[src/rtl/uart_6809_fifo.sv]
// rtl/uart_6809_fifo.sv - 6809-bus 8N1 UART with 16x receiver, RX FIFO, control/status and maskable IRQ
module uart_6809_fifo #(
    parameter int BAUD_DIV = 289,
    parameter int FIFO_AW  = 4
) (
    input  logic       clk,
    input  logic       reset,
    input  logic       uart_data_ce,
    input  logic       uart_status_ce,
    input  logic       uart_control_ce,
    input  logic       i_RW,
    input  logic [7:0] i_DATA_BUS,
    input  logic       i_UART_TX,
    output logic       o_UART_RX,
    output logic [7:0] o_DATA,
    output logic       o_IRQ
);
    localparam int DEPTH = 2 ** FIFO_AW;
    localparam int TW = (BAUD_DIV > 1) ? $clog2(BAUD_DIV) : 1;
    localparam logic [TW-1:0] TICK_LAST = TW'(BAUD_DIV - 1);
    localparam logic [FIFO_AW:0] FIFO_FULL_CNT = (FIFO_AW + 1)'(DEPTH);

    typedef enum logic [1:0] {RX_IDLE, RX_START, RX_DATA, RX_STOP} rx_state_t;
    typedef enum logic {TX_IDLE, TX_SHIFT} tx_state_t;

    logic [TW-1:0] tick_cnt;
    logic          tick;
    logic          data_ce_q, status_ce_q, control_ce_q;
    logic          data_acc, status_acc, control_acc;
    logic          data_rd, data_wr, status_rd, control_rd, control_wr, flush;
    logic          rx_ie, tx_ie, loop_en;
    logic          ovr_flag, fe_flag;

    logic [7:0]         fifo_mem [DEPTH];
    logic [FIFO_AW-1:0] wr_ptr, rd_ptr;
    logic [FIFO_AW:0]   fifo_count;
    logic               rx_avail, rx_full, push, pop;

    rx_state_t  rx_state;
    logic       rx_sync1, rx_sync2, rx_in, rx_wait_high;
    logic [3:0] rx_tcnt;
    logic [2:0] rx_bit;
    logic [7:0] rx_shift;
    logic       stop_sample, rx_push, ovr_set, fe_set;

    tx_state_t  tx_state;
    logic [7:0] tx_hold;
    logic       tx_hold_full, tx_rdy, tx_line, tx_load, tx_frame_end;
    logic [8:0] tx_shift;
    logic [3:0] tx_tcnt;
    logic [3:0] tx_bit;

    logic       irq_pend;
    logic [7:0] status_byte;

    assign tick = (tick_cnt == TICK_LAST);

    // Free-running oversample tick shared by RX and TX
    always_ff @(posedge clk or posedge reset) begin
        if (reset)     tick_cnt <= '0;
        else if (tick) tick_cnt <= '0;
        else           tick_cnt <= tick_cnt + 1'b1;
    end

    // Each chip enable acts only on its first asserted cycle; data beats status beats control
    assign data_acc    = uart_data_ce & ~data_ce_q;
    assign status_acc  = uart_status_ce & ~status_ce_q & ~data_acc;
    assign control_acc = uart_control_ce & ~control_ce_q & ~data_acc & ~status_acc;
    assign data_rd     = data_acc & i_RW;
    assign data_wr     = data_acc & ~i_RW;
    assign status_rd   = status_acc & i_RW;
    assign control_rd  = control_acc & i_RW;
    assign control_wr  = control_acc & ~i_RW;
    assign flush       = control_wr & i_DATA_BUS[2];

    // Previous-cycle enables for edge detection
    always_ff @(posedge clk or posedge reset) begin
        if (reset) begin
            data_ce_q    <= 1'b0;
            status_ce_q  <= 1'b0;
            control_ce_q <= 1'b0;
        end else begin
            data_ce_q    <= uart_data_ce;
            status_ce_q  <= uart_status_ce;
            control_ce_q <= uart_control_ce;
        end
    end

    // Control register; FLUSH is a one-shot and never stored
    always_ff @(posedge clk or posedge reset) begin
        if (reset) begin
            rx_ie   <= 1'b0;
            tx_ie   <= 1'b0;
            loop_en <= 1'b0;
        end else if (control_wr) begin
            rx_ie   <= i_DATA_BUS[0];
            tx_ie   <= i_DATA_BUS[1];
            loop_en <= i_DATA_BUS[3];
        end
    end

    assign rx_avail = (fifo_count != '0);
    assign rx_full  = (fifo_count == FIFO_FULL_CNT);
    assign pop      = data_rd & rx_avail;
    assign push     = rx_push & ~flush;

    // FIFO storage (no reset needed; contents are only visible through the count)
    always_ff @(posedge clk) begin
        if (push) fifo_mem[wr_ptr] <= rx_shift;
    end

    // FIFO pointers and occupancy; simultaneous push and pop leave the count unchanged
    always_ff @(posedge clk or posedge reset) begin
        if (reset) begin
            wr_ptr     <= '0;
            rd_ptr     <= '0;
            fifo_count <= '0;
        end else if (flush) begin
            wr_ptr     <= '0;
            rd_ptr     <= '0;
            fifo_count <= '0;
        end else begin
            if (push) wr_ptr <= wr_ptr + 1'b1;
            if (pop)  rd_ptr <= rd_ptr + 1'b1;
            if (push && !pop)      fifo_count <= fifo_count + 1'b1;
            else if (pop && !push) fifo_count <= fifo_count - 1'b1;
        end
    end

    // Two-flop synchroniser for the asynchronous host line
    always_ff @(posedge clk or posedge reset) begin
        if (reset) begin
            rx_sync1 <= 1'b1;
            rx_sync2 <= 1'b1;
        end else begin
            rx_sync1 <= i_UART_TX;
            rx_sync2 <= rx_sync1;
        end
    end

    assign rx_in       = loop_en ? tx_line : rx_sync2;
    assign stop_sample = (rx_state == RX_STOP) && tick && (rx_tcnt == 4'd15);
    assign rx_push     = stop_sample & rx_in & ~rx_full;
    assign ovr_set     = stop_sample & rx_in & rx_full;
    assign fe_set      = stop_sample & ~rx_in;

    // Receiver: mid-bit sampling at 8 ticks into start, then every 16 ticks
    always_ff @(posedge clk or posedge reset) begin
        if (reset) begin
            rx_state     <= RX_IDLE;
            rx_tcnt      <= '0;
            rx_bit       <= '0;
            rx_shift     <= '0;
            rx_wait_high <= 1'b0;
        end else begin
            case (rx_state)
                RX_IDLE: begin
                    rx_tcnt <= '0;
                    if (rx_wait_high) begin
                        if (rx_in) rx_wait_high <= 1'b0;
                    end else if (tick && !rx_in) begin
                        rx_state <= RX_START;
                    end
                end
                RX_START: if (tick) begin
                    if (rx_tcnt == 4'd7) begin
                        rx_tcnt  <= '0;
                        rx_bit   <= '0;
                        rx_state <= rx_in ? RX_IDLE : RX_DATA;
                    end else begin
                        rx_tcnt <= rx_tcnt + 1'b1;
                    end
                end
                RX_DATA: if (tick) begin
                    if (rx_tcnt == 4'd15) begin
                        rx_tcnt  <= '0;
                        rx_shift <= {rx_in, rx_shift[7:1]};
                        if (rx_bit == 3'd7) rx_state <= RX_STOP;
                        else                rx_bit   <= rx_bit + 1'b1;
                    end else begin
                        rx_tcnt <= rx_tcnt + 1'b1;
                    end
                end
                RX_STOP: if (tick) begin
                    if (rx_tcnt == 4'd15) begin
                        rx_tcnt  <= '0;
                        rx_state <= RX_IDLE;
                        if (!rx_in) rx_wait_high <= 1'b1;
                    end else begin
                        rx_tcnt <= rx_tcnt + 1'b1;
                    end
                end
                default: rx_state <= RX_IDLE;
            endcase
        end
    end

    // Sticky error flags; a flag raised in the same cycle as the status read survives it
    always_ff @(posedge clk or posedge reset) begin
        if (reset) begin
            ovr_flag <= 1'b0;
            fe_flag  <= 1'b0;
        end else begin
            ovr_flag <= ovr_set | (ovr_flag & ~status_rd);
            fe_flag  <= fe_set | (fe_flag & ~status_rd);
        end
    end

    assign tx_rdy       = ~tx_hold_full;
    assign tx_frame_end = (tx_state == TX_SHIFT) && tick && (tx_tcnt == 4'd15) && (tx_bit == 4'd9);
    assign tx_load      = tx_hold_full && tick && ((tx_state == TX_IDLE) || tx_frame_end);

    // Transmitter: holding register feeds the shifter on a tick, back-to-back if refilled in time
    always_ff @(posedge clk or posedge reset) begin
        if (reset) begin
            tx_state     <= TX_IDLE;
            tx_hold      <= '0;
            tx_hold_full <= 1'b0;
            tx_shift     <= '1;
            tx_tcnt      <= '0;
            tx_bit       <= '0;
            tx_line      <= 1'b1;
        end else begin
            if (data_wr && !tx_hold_full) begin
                tx_hold      <= i_DATA_BUS;
                tx_hold_full <= 1'b1;
            end
            if (tx_load) begin
                tx_state     <= TX_SHIFT;
                tx_line      <= 1'b0;
                tx_shift     <= {1'b1, tx_hold};
                tx_hold_full <= 1'b0;
                tx_tcnt      <= '0;
                tx_bit       <= '0;
            end else if (tx_state == TX_SHIFT && tick) begin
                if (tx_tcnt == 4'd15) begin
                    tx_tcnt <= '0;
                    if (tx_bit == 4'd9) begin
                        tx_state <= TX_IDLE;
                        tx_line  <= 1'b1;
                    end else begin
                        tx_line  <= tx_shift[0];
                        tx_shift <= {1'b1, tx_shift[8:1]};
                        tx_bit   <= tx_bit + 1'b1;
                    end
                end else begin
                    tx_tcnt <= tx_tcnt + 1'b1;
                end
            end
        end
    end

    assign o_UART_RX   = loop_en ? 1'b1 : tx_line;
    assign irq_pend    = (rx_ie & (rx_avail | ovr_flag | fe_flag)) | (tx_ie & tx_rdy);
    assign status_byte = {irq_pend, 2'b00, rx_full, fe_flag, ovr_flag, tx_rdy, rx_avail};

    // Read data and interrupt line, both registered
    always_ff @(posedge clk or posedge reset) begin
        if (reset) begin
            o_DATA <= 8'h00;
            o_IRQ  <= 1'b1;
        end else begin
            o_IRQ <= ~irq_pend;
            if (data_rd)         o_DATA <= rx_avail ? fifo_mem[rd_ptr] : 8'h00;
            else if (status_rd)  o_DATA <= status_byte;
            else if (control_rd) o_DATA <= {4'b0000, loop_en, 1'b0, tx_ie, rx_ie};
        end
    end
endmodule

[config.mk]
export PLATFORM = sky130hd
export DESIGN_NAME = uart_6809_fifo
export DESIGN_NICKNAME = d
export VERILOG_FILES = /design/src/rtl/uart_6809_fifo.sv
export SDC_FILE = /design/constraint.sdc
export NUM_CORES = 1
export LEC_CHECK = 0
export ABC_AREA = 0
export CORE_MARGIN = 2
export CORE_UTILIZATION = 42
export DETAILED_ROUTE_END_ITERATION = 8
export SLEW_MARGIN = 20
export SYNTH_ARGS = -nofsm -noshare
export SYNTH_HDL_FRONTEND = slang
export SYNTH_SLANG_ARGS = --single-unit
[constraint.sdc]
create_clock -name clk -period 6.6 [get_ports clk]
set_input_delay 1.65 -clock clk [delete_from_list [all_inputs] [get_ports clk]]
set_output_delay 1.65 -clock clk [all_outputs]
set_load 0.02 [all_outputs]
# Word-level counts from Yosys, hierarchy flattened
# Memories as Yosys holds them, arrays and structs flattened.
# Index checks and enable logic that the tools add are counted.
[classes] n_addsub=9 eq_ne=23 n_mux=65 bitwise_logic=40 n_reduce_logical=37
[op_table] operator="$mux 4" count=15
[op_table] operator="$mux 9" count=5
[op_table] operator="$mux 8" count=4
[op_table] operator="$and 1x1->1" count=22
[op_table] operator="$ne 2x2->1 const B" count=11
[op_table] operator="$add 4x1->4 const B" count=5
[op_table] operator="$mux 2" count=10
[op_table] operator="$mux 1" count=19
[op_table] operator="$reduce_bool 2->1" count=8
[op_table] operator="$mux 3" count=5
[op_table] operator="$mux 5" count=3
[op_table] operator="$not 1->1" count=13
[op_table] operator="$eq 4x4->1 const B" count=3
[op_table] operator="$pmux 4 s3" count=1
[op_table] operator="$logic_and 1x1->1" count=11
[op_table] operator="$add 9x1->9 const B" count=1
[op_table] operator="$eq 9x9->1 const B" count=1
[op_table] operator="$reduce_and 3->1" count=3
[op_table] operator="$reduce_and 9->1" count=1
[op_table] operator="$pmux 2 s4" count=1
[op_table] operator="$pmux 3 s2" count=1
[op_table] operator="$reduce_and 6->1" count=1
[op_table] operator="$reduce_bool 3->1" count=2
[op_table] operator="$add 5x1->5 const B" count=1
[op_table] operator="other kinds (17)" count=27
[totals] ff_bits=87 mem_bits_rw=128 input_bits=15 output_inout_bits=10 elab_cells=203 memories=1
[mem_list] name="fifo_mem" depth=16 width=8 read_ports=1 rd_ports_with_merged_regs=0 write_ports=1 line_no="34" rtl="logic [7:0] fifo_mem [DEPTH];"

# Logic depth before layout (Yosys ltp)
# Gate-level depths: netlist of the first run.
[logic_depth] ltp_word=15 ltp_mapped=12 depth_no_buf=12

# Worst setup path after synthesis of the first run
# No wires, ideal clock.
[synth_path] path_kind="input to register" startpoint="input port uart_data_ce" endpoint="register fifo_count[4]" setup_ns=0.128 arrival_time_ns=4.080 required_ns=6.472 path_slack_ns=2.392 stages=10 path_buffers=1 cell_sequence="nor2b_1 > nor4_1 > and2_1 > buf_2 > or3_1 > fa_1 > a21o_1 > a21oi_1 > mux2i_1 > mux2_1"
[synth_between] elab_chain_len=12 elab_cells_between_ends=19 classes_between="mux (2); bitwise (12); reduce/logical (5)"
[synth_rtl] item="start: declaration" line_no="8" rtl="input logic uart_data_ce,"
[synth_rtl] item="$and 1x1->1 (*)" line_no="66" rtl="assign data_acc = uart_data_ce & ~data_ce_q;"
[synth_rtl] item="$not 1->1" line_no="67, 68"
[synth_rtl] item="$and 1x1->1" line_no="67" rtl="assign status_acc = uart_status_ce & ~status_ce_q & ~data_acc;"
[synth_rtl] item="$not 1->1" line_no="68" rtl="assign control_acc = uart_control_ce & ~control_ce_q & ~data_acc & ~status_acc;"
[synth_rtl] item="$and 1x1->1" line_no="68"
[synth_rtl] item="$and 1x1->1" line_no="73" rtl="assign control_wr = control_acc & ~i_RW;"
[synth_rtl] item="$and 1x1->1" line_no="74" rtl="assign flush = control_wr & i_DATA_BUS[2];"
[synth_rtl] item="$not 1->1" line_no="105" rtl="assign push = rx_push & ~flush;"
[synth_rtl] item="$and 1x1->1" line_no="105"
[synth_rtl] item="$logic_and 1x1->1 / $logic_not 1->1 (equally long branches)" line_no="125, 126"
[synth_rtl] item="$mux 5 / $logic_and 1x1->1 (equally long branches)" line_no="125, 126"
[synth_rtl] item="$mux 5 / $reduce_bool 3->1 (equally long branches)"
[synth_rtl] item="end signal: assignment" line_no="125" rtl="if (push && !pop) fifo_count <= fifo_count + 1'b1;"
[synth_rtl] item="end signal: assignment" line_no="126" rtl="else if (pop && !push) fifo_count <= fifo_count - 1'b1;"
[synth_rtl] item="end: declaration" line_no="36" rtl="logic [FIFO_AW:0] fifo_count;"
# Mark *: on every way between the ends. The rest lies on a longest branch, timed or not.
# A chain may end at the register's enable or synchronous reset.

# Worst setup path in the final report of the first run
# Ends and elaborated chain as after synthesis.

==> results.rst, run 1 <==
.. list-table::
   :header-rows: 1

   * - Metric
     - Value
   * - CTS tree
     - built
   * - Setup slack after placement
     - 1.52 ns
   * - Gate power share
     - 0.131
   * - Synthesized cell area
     - 0.00921 mm^2
   * - DRC violations left
     - 0
   * - Seq cells post-synth
     - 214
   * - Power per Cell Area
     - 308 mW/mm^2
   * - Final Non-Filler Cells
     - 945
   * - # nets final
     - 682
   * - Max transition margin
     - 0.259
   * - Per-cell routed wire length
     - 20.6 um
   * - Routed wire length
     - 19.5 mm
   * - RSZ-0062 raised after global routing
     - false
   * - Achievable clock frequency
     - 220 MHz
   * - Worst reg2reg setup slack
     - 3.01 ns
   * - Antenna violation net count after detailed routing
     - 0
   * - Worst hold path type
     - register to register
   * - Clock Sink Count
     - 214
   * - Post-route clock period utilization
     - 0.690
   * - Critical-path top delay cell
     - or3_1
   * - Area of the core
     - 0.0217 mm^2
   * - Worst Path Max Fanout
     - 19
   * - Hold Path Depth
     - 0
   * - Switching power as a share of total power
     - 0.256
   * - CTS resizes
     - 0
   * - Clock network power share
     - 0.389
   * - Count of yosys warnings during synthesis
     - 0
   * - Number of synthesized flops with an enable pin
     - 128
   * - Largest net degree at the start of global routing
     - 76
   * - Number of antenna violations at the first check in global routing
     - 0
   * - CP Launch Type
     - input pin
   * - Floorplan row count
     - 54
   * - Global-route wire length before repair
     - 31.1 mm
   * - Worst path max stage delay
     - 0.50 ns
   * - Number of placed instances with taps included
     - 904
   * - Worst path setup slack after routing
     - 2.05 ns
   * - Total I/O pin count
     - 25
   * - First-iteration detailed-routing DRC count
     - 447
   * - Antenna diode instance count
     - 0
   * - Dpl cell area
     - 0.00971 mm^2
   * - Met1 track utilization from global routing
     - 0.243
   * - Number of H-tree levels
     - 1
   * - Number of failing setup endpoints in the final timing report
     - 0
   * - CTS clk-pin slew, worst paths
     - 0.06 ns
   * - Max Cap Violations
     - 0
   * - Buffers inserted during post-CTS setup optimization
     - 0
   * - Library cells used by synthesis
     - 60
   * - Die Wd
     - 152 um
   * - Layout cell share with drive strength beyond 1
     - 0.182
   * - Global-route layer with the greatest usage
     - met2
   * - Final worst path period need
     - 4.55 ns
   * - Synth Net Count
     - 656
   * - All-Layer GR Usage
     - 0.170
   * - Area taken by flip-flops and latches
     - 0.00601 mm^2
   * - Setup crit end kind
     - register
   * - Worst Max-Slew Pin Slew
     - 1.10 ns
   * - Final Skew
     - 0.0113 ns
   * - Clock latency reported for the late side of the worst-skew pair
     - 0.50 ns
   * - Levels on crit path
     - 11
   * - Via count
     - 5,252
   * - Total internal power
     - 2.39 mW
   * - Overall die area
     - 0.0231 mm^2
   * - Count of final max-slew check failures
     - 0
   * - Endpoint arrival time on the critical path
     - 4.93 ns
   * - Startpoint of the worst setup timing path
     - uart_data_ce
   * - Share of flip-flops with an asynchronous set or reset after synthesis
     - 0.402
   * - Total of hold buffers inserted after clock tree synthesis
     - 0
   * - I/O Buffers
     - 24
   * - Worst path buffer plus inverter count
     - 2
   * - Series of cell instances along the critical path
     - clkdlybuf4s50_1, nor2b_1, nor4_1, and2_1, buf_4, or3_1, fa_1, a21o_1, a21oi_1, mux2i_1, mux2_1
   * - Net Sw Power
     - 0.823 mW
   * - Leading register cell type out of synthesis
     - edfxtp_1
   * - Run status
     - completed
   * - Cell at the root of the clock tree
     - clkbuf_16
   * - Fill cell instance count of the final layout
     - 1,801
   * - Leakage power of the design
     - 4.14 nW
   * - Met2 Usage GRT
     - 0.282
   * - Sequential fraction of the synthesis area
     - 0.653
   * - FF-to-FF End
     - fifo_count[4]
   * - WS Path Type
     - input pin to register
   * - Starting density of the core
     - 0.425
   * - Vert. Die Dim
     - 152 um
   * - Cell family with most CP delay
     - simple AND/OR/NAND/NOR gates
   * - RR Startpoint
     - rx_tcnt[0]
   * - Worst setup path end
     - fifo_count[4]
   * - Via count of the first global-routing pass
     - 5,407
   * - Worst EP required
     - 6.98 ns
   * - Global route total overflow
     - 0
   * - Highest ir drop seen on vdd
     - 0.000158 V
   * - Final GP Congestion
     - 0.774
   * - Synthesized area per cell
     - 14.8 um^2
   * - Total half-perimeter wirelength after legalization and detailed placement
     - 12.8 mm
   * - 1st-pass router iterations
     - 5
   * - Power share of the sequential group
     - 0.480
   * - Via-to-Cell Ratio
     - 5.56
   * - Met3 capacity usage during global routing
     - 0.0217
   * - Buffers from clock root to sink, at most
     - 3
   * - Mapped Cells
     - 623
   * - Total count of hold-check failures in the final report
     - 0
   * - Finished layout cell area
     - 0.0105 mm^2
   * - Area delta synth->final
     - 13.6%
   * - Multi-input logic area
     - 0.00300 mm^2
   * - R2R depth
     - 10
   * - Total negative slack for setup checks
     - 0 ns
   * - CTS buffer count
     - 23
==> area by class of cell <==
cell class / count / area share
Sequential cell: 214 / 0.575
Multi-Input combinational cell: 361 / 0.287
Clock buffer: 31 / 0.0627
Tap cell: 280 / 0.0335
Timing Repair Buffer: 29 / 0.0266
Clock inverter: 10 / 0.00861
Inverter: 20 / 0.00730
==> worst register-to-register path, cell delays in order, from the launching register on <==
cell and delay, ns:
dfrtp_1 0.40, ha_1 0.23, and4_1 0.30, and4_1 0.37, nand2_1 0.28, or3_1 0.50, fa_1 0.45, a21o_1 0.20
a21oi_1 0.17, mux2i_1 0.23, mux2_1 0.34
==> synthesized netlist by cell type (8+ instances only) <==
master      n  area (um^2)
xnor2_1    10         87.6
a22oi_1     8         60.1
edfxtp_1  128         3840
dfstp_2    12          315
clkbuf_1   14         52.6
buf_2      11         55.1
nand2_1    39          146
mux4_2     32          721
a21oi_1    25          125
nor2_1     32          120
mux2_2     19          214
inv_1      20         75.1
o21ai_0    24          120
nor2b_1     8         50.1
and2_1     21          131
nand3_1    17         85.1
xor2_1     10         87.6
nor3_1      8         40.0
mux2i_1    13          130
ha_1       17          213
dfrtp_1    74         1850
==> routing by layer <==
layer	part of all wire	vias to the layer above
met1	0.46	2712
li1	-	2401
met4	0.017	0
met2	0.49	112
met3	0.038	27
met5	0	-
==> stage by stage <==
stage / total power, mW / hold slack (ns) / utilization
6_report: 3.22 / 0.354 / 0.482
5_1_grt: 3.34 / 0.361 / 0.482
4_1_cts: 3.25 / 0.357 / 0.482
3_5_place_dp: 1.99 / 0.350 / 0.448
3_3_place_gp: 1.98 / 0.347 / 0.448
2_1_floorplan: 1.87 / 0.345 / -
==> state kept, by name (all words and copies together), names as in the netlist, 5 cells and up, named ones only <==
name        count
fifo_count      5
o_DATA          8
rx_shift        8
tx_hold         8
tx_shift        8
fifo_mem      128
tick_cnt        9
==> how the worst min path moves through the flow <==
stage	from	end	slack [ns]
finish	rx_sync1	rx_sync2	0.35
global route	rx_sync1	rx_sync2	0.36
CTS	rx_sync1	rx_sync2	0.36
detailed placement	rx_sync1	rx_sync2	0.35
global placement	rx_sync1	rx_sync2	0.35
floorplan	rx_sync1	rx_sync2	0.35
==> power groups by stage <==
| stage | registers, mW | logic [mW] | clock network, mW |
|---|---|---|---|
| floorplan | 1.53 | 0.334 | 0 |
| global placement | 1.56 | 0.411 | 0 |
| detailed placement | 1.57 | 0.427 | 0 |
| CTS | 1.54 | 0.429 | 1.28 |
| global route | 1.55 | 0.457 | 1.33 |
| finish | 1.54 | 0.422 | 1.25 |
==> cell families after synthesis <==
family / synth area share
muxes: 0.118
AOI/OAI and AO/OA: 0.0659
and+or+nand+nor: 0.0969
xor gates and xnor gates: 0.0190
adders and majority gates: 0.0253
buffers and inverters: 0.0219
DFF: 0.653
==> cells in the final DEF, fill, tap and decap left out, drive strengths merged, types with 5 or more instances in the layout <==
cell type / count
edfxtp: 128
dfrtp: 74
nand2: 40
nor2: 32
mux4: 32
clkbuf: 31
a21oi: 25
o21ai: 24
clkdlybuf4s50: 24
and2: 21
mux2: 21
inv: 21
nand3: 17
ha: 17
mux2i: 13
dfstp: 12
xor2: 10
xnor2: 10
nor3: 10
nor2b: 8
a22oi: 8
a211oi: 6
clkinv: 6
o31ai: 5
and3: 5
buf: 5
Power figures use the tool's default switching activity.
==> inputs of run 2 (changes only) <==
==> constraint.sdc (replaced) <==
create_clock -name clk -period 4.25 [get_ports clk]
set_input_delay 1.0625 -clock clk [delete_from_list [all_inputs] [get_ports clk]]
set_output_delay 1.0625 -clock clk [all_outputs]
set_load 0.02 [all_outputs]
==> results.rst, run 2 (synthesis gave the netlist of run 1 again) <==
.. list-table::
   :header-rows: 1

   * - Metric
     - Value
   * - Run status
     - completed (unchanged)
   * - Worst path max stage delay
     - 0.49 ns (was 0.50 ns)
   * - CTS buffer count
     - 23 (unchanged)
   * - Total of hold buffers inserted after clock tree synthesis
     - 0 (unchanged)
   * - Total count of hold-check failures in the final report
     - 0 (unchanged)
   * - Cell at the root of the clock tree
     - clkbuf_16 (unchanged)
   * - Endpoint arrival time on the critical path
     - 3.90 ns (was 4.93 ns)
   * - CTS resizes
     - 0 (unchanged)
   * - Series of cell instances along the critical path
     - ha_1, and4_1, and4_1, nand2_1, or3_1, fa_1, a21o_1, a21oi_1, mux2i_1, mux2_1 (was clkdlybuf4s50_1, nor2b_1, nor4_1, and2_1, buf_4, or3_1, fa_1, a21o_1, a21oi_1, mux2i_1, mux2_1)
   * - Post-route clock period utilization
     - 0.823
   * - I/O Buffers
     - 24 (unchanged)
   * - Fill cell instance count of the final layout
     - 1,838 (was 1,801)
   * - Count of final max-slew check failures
     - 0 (unchanged)
   * - Cell family with most CP delay
     - simple AND/OR/NAND/NOR gates (unchanged)
   * - Achievable clock frequency
     - 286 MHz
   * - WS Path Type
     - register to register (was input pin to register)
   * - Setup crit end kind
     - register (unchanged)
   * - Most numerous cell on the critical path
     - and4_1
   * - Vert. Die Dim
     - 152 um (unchanged)
   * - Global-route wire length before repair
     - 31.2 mm (was 31.1 mm)
   * - Total half-perimeter wirelength after legalization and detailed placement
     - 12.9 mm (was 12.8 mm)
   * - Via count of the first global-routing pass
     - 5,553 (was 5,407)
   * - 1st-pass router iterations
     - 5 (unchanged)
   * - Max Cap Violations
     - 0 (unchanged)
   * - CTS tree
     - built (unchanged)
   * - Area of the core
     - 0.0217 mm^2 (unchanged)
   * - Per-cell routed wire length
     - 20.2 um (was 20.6 um)
   * - Largest net degree at the start of global routing
     - 48 (was 76)
   * - Area delta synth->final
     - 14.4% (was 13.6%)
   * - Layout cell share with drive strength beyond 1
     - 0.187 (was 0.182)
   * - Overall die area
     - 0.0231 mm^2 (unchanged)
   * - Power per Cell Area
     - 478 mW/mm^2 (was 308 mW/mm^2)
   * - Antenna diode instance count
     - 0 (unchanged)
   * - Via-to-Cell Ratio
     - 5.47 (was 5.56)
   * - Buffers from clock root to sink, at most
     - 3 (unchanged)
   * - CTS clk-pin slew, worst paths
     - 0.06 ns (about the same)
   * - Top register by number of flip-flops
     - fifo_mem (unchanged)
   * - Total negative slack for setup checks
     - 0 ns (unchanged)
   * - Dpl cell area
     - 0.00978 mm^2 (was 0.00971 mm^2)
   * - Number of H-tree levels
     - 1 (unchanged)
   * - Most frequent standard cell in the layout excluding fill and tap cells
     - edfxtp_1 (unchanged)
   * - Global route total overflow
     - 0 (unchanged)
   * - Buffers inserted during post-CTS setup optimization
     - 0 (unchanged)
   * - Floorplan row count
     - 54 (unchanged)
   * - Number of failing setup endpoints in the final timing report
     - 0 (unchanged)
   * - Final Skew
     - 0.0167 ns (was 0.0113 ns)
   * - Worst EP required
     - 4.65 ns (was 6.98 ns)
   * - Final worst path period need
     - 3.50 ns
   * - Top library cells by usage in the layout, fill and taps aside
     - 128 x edfxtp_1, 73 x dfrtp_1, 39 x nand2_1 (unchanged)
   * - Largest registers in the final layout
     - fifo_mem (128), tick_cnt (9) (unchanged)
   * - Finished layout cell area
     - 0.0105 mm^2 (about the same)
   * - Leakage power of the design
     - 4.19 nW (was 4.14 nW)
   * - RSZ-0062 raised after global routing
     - false (unchanged)
   * - Number of antenna violations at the first check in global routing
     - 0 (unchanged)
   * - Starting density of the core
     - 0.425 (unchanged)
   * - Max transition margin
     - 0.293 (was 0.259)
   * - Highest ir drop seen on vdd
     - 0.000232 V (was 0.000158 V)
   * - Worst Max-Slew Pin Slew
     - 1.06 ns (was 1.10 ns)
   * - Worst reg2reg setup slack
     - 0.75 ns (was 3.01 ns)
   * - Total I/O pin count
     - 25 (unchanged)
   * - Clock Sink Count
     - 214 (unchanged)
   * - Antenna violation net count after detailed routing
     - 0 (unchanged)
   * - DRC violations left
     - 0 (unchanged)
   * - Final Non-Filler Cells
     - 955 (was 945)
   * - Via count
     - 5,228 (was 5,252)
   * - Worst Path Max Fanout
     - 7 (was 19)
   * - # nets final
     - 691 (was 682)
   * - Max FFs per register
     - 128 (unchanged)
   * - CP Launch Type
     - register (was input pin)
   * - Die Wd
     - 152 um (unchanged)
   * - Worst path buffer plus inverter count
     - 0 (was 2)
   * - Final GP Congestion
     - 0.782 (was 0.774)
   * - Worst hold path type
     - register to register (unchanged)
   * - All-Layer GR Usage
     - 0.171 (was 0.170)
   * - Number of placed instances with taps included
     - 913 (was 904)
   * - Clock latency reported for the late side of the worst-skew pair
     - 0.52 ns (was 0.50 ns)
   * - Routed wire length
     - 19.3 mm (was 19.5 mm)
   * - First-iteration detailed-routing DRC count
     - 421 (was 447)
   * - Critical-path top delay cell
     - or3_1 (unchanged)
==> run 2: cell count changes in the layout (fill, tap and decap cells not counted), sizes merged <==
cell	before	now
clkinvlp	2	0
inv	21	20
buf	5	14
bufinv	1	2
clkinv	6	9
==> run 2: final timing paths <==
| check | start | endpoint | cells past startpoint |
|---|---|---|---|
| worst max-delay path | rx_tcnt[0] | fifo_count[4] | 10 |
| worst min-delay path | rx_sync1 | rx_sync2 | 0 |
| worst max register to register | rx_tcnt[0] | fifo_count[4] | 10 |
| worst min register to register | rx_sync1 | rx_sync2 | 0 |
| max in group asynchronous | reset | tx_line | 3 |
| min in group asynchronous | reset | o_DATA[5] | 2 |
==> run 2: layout make-up <==
type,count,area (um^2),area share
sequential,214,6010,0.571
multi-input combinational,361,3000,0.285
clock buffer,31,636,0.0603
tap,280,350,0.0333
timing repair buffer,38,345,0.0328
clock inverter,11,119,0.0113
inverter,20,76.3,0.00724
==> run 2: stage by stage <==
stage / hold WS (ns) / total power, mW / setup slack [ns] / util
global route: 0.368 / 5.26 / 0.478 / 0.486
detailed placement: 0.348 / 3.11 / 0.271 / 0.451
finish: 0.355 / 5.03 / 0.750 / 0.486
floorplan: 0.345 / 2.90 / 0.630 / -
global placement: 0.348 / 3.10 / 0.324 / 0.451
CTS: 0.359 / 5.10 / 0.736 / 0.486
==> run 2: worst register-to-register path, stage by stage, from the launching register on <==
cell	delay (ns)
dfrtp_1	0.42
ha_1	0.25
and4_1	0.30
and4_1	0.33
nand2_1	0.24
or3_1	0.49
fa_1	0.45
a21o_1	0.19
a21oi_1	0.16
mux2i_1	0.21
mux2_1	0.33
==> run 2: layer usage <==
layer  routed length [um]  track usage  share of wire
met1                 8710        0.237           0.45
met2                 9510        0.287           0.49
met3                  695       0.0231          0.036
met4                  398       0.0418          0.021
met5                    0            0              0
==> run 2: power by group <==
group | total (mW) | switching [mW] | leakage [nW] | internal [mW]
Sequential | 2.48 | 0.209 | 2.58 | 2.27
Clock | 1.97 | 0.796 | 0.371 | 1.18
Combinational | 0.583 | 0.272 | 1.24 | 0.311
Total | 5.03 | 1.28 | 4.19 | 3.76
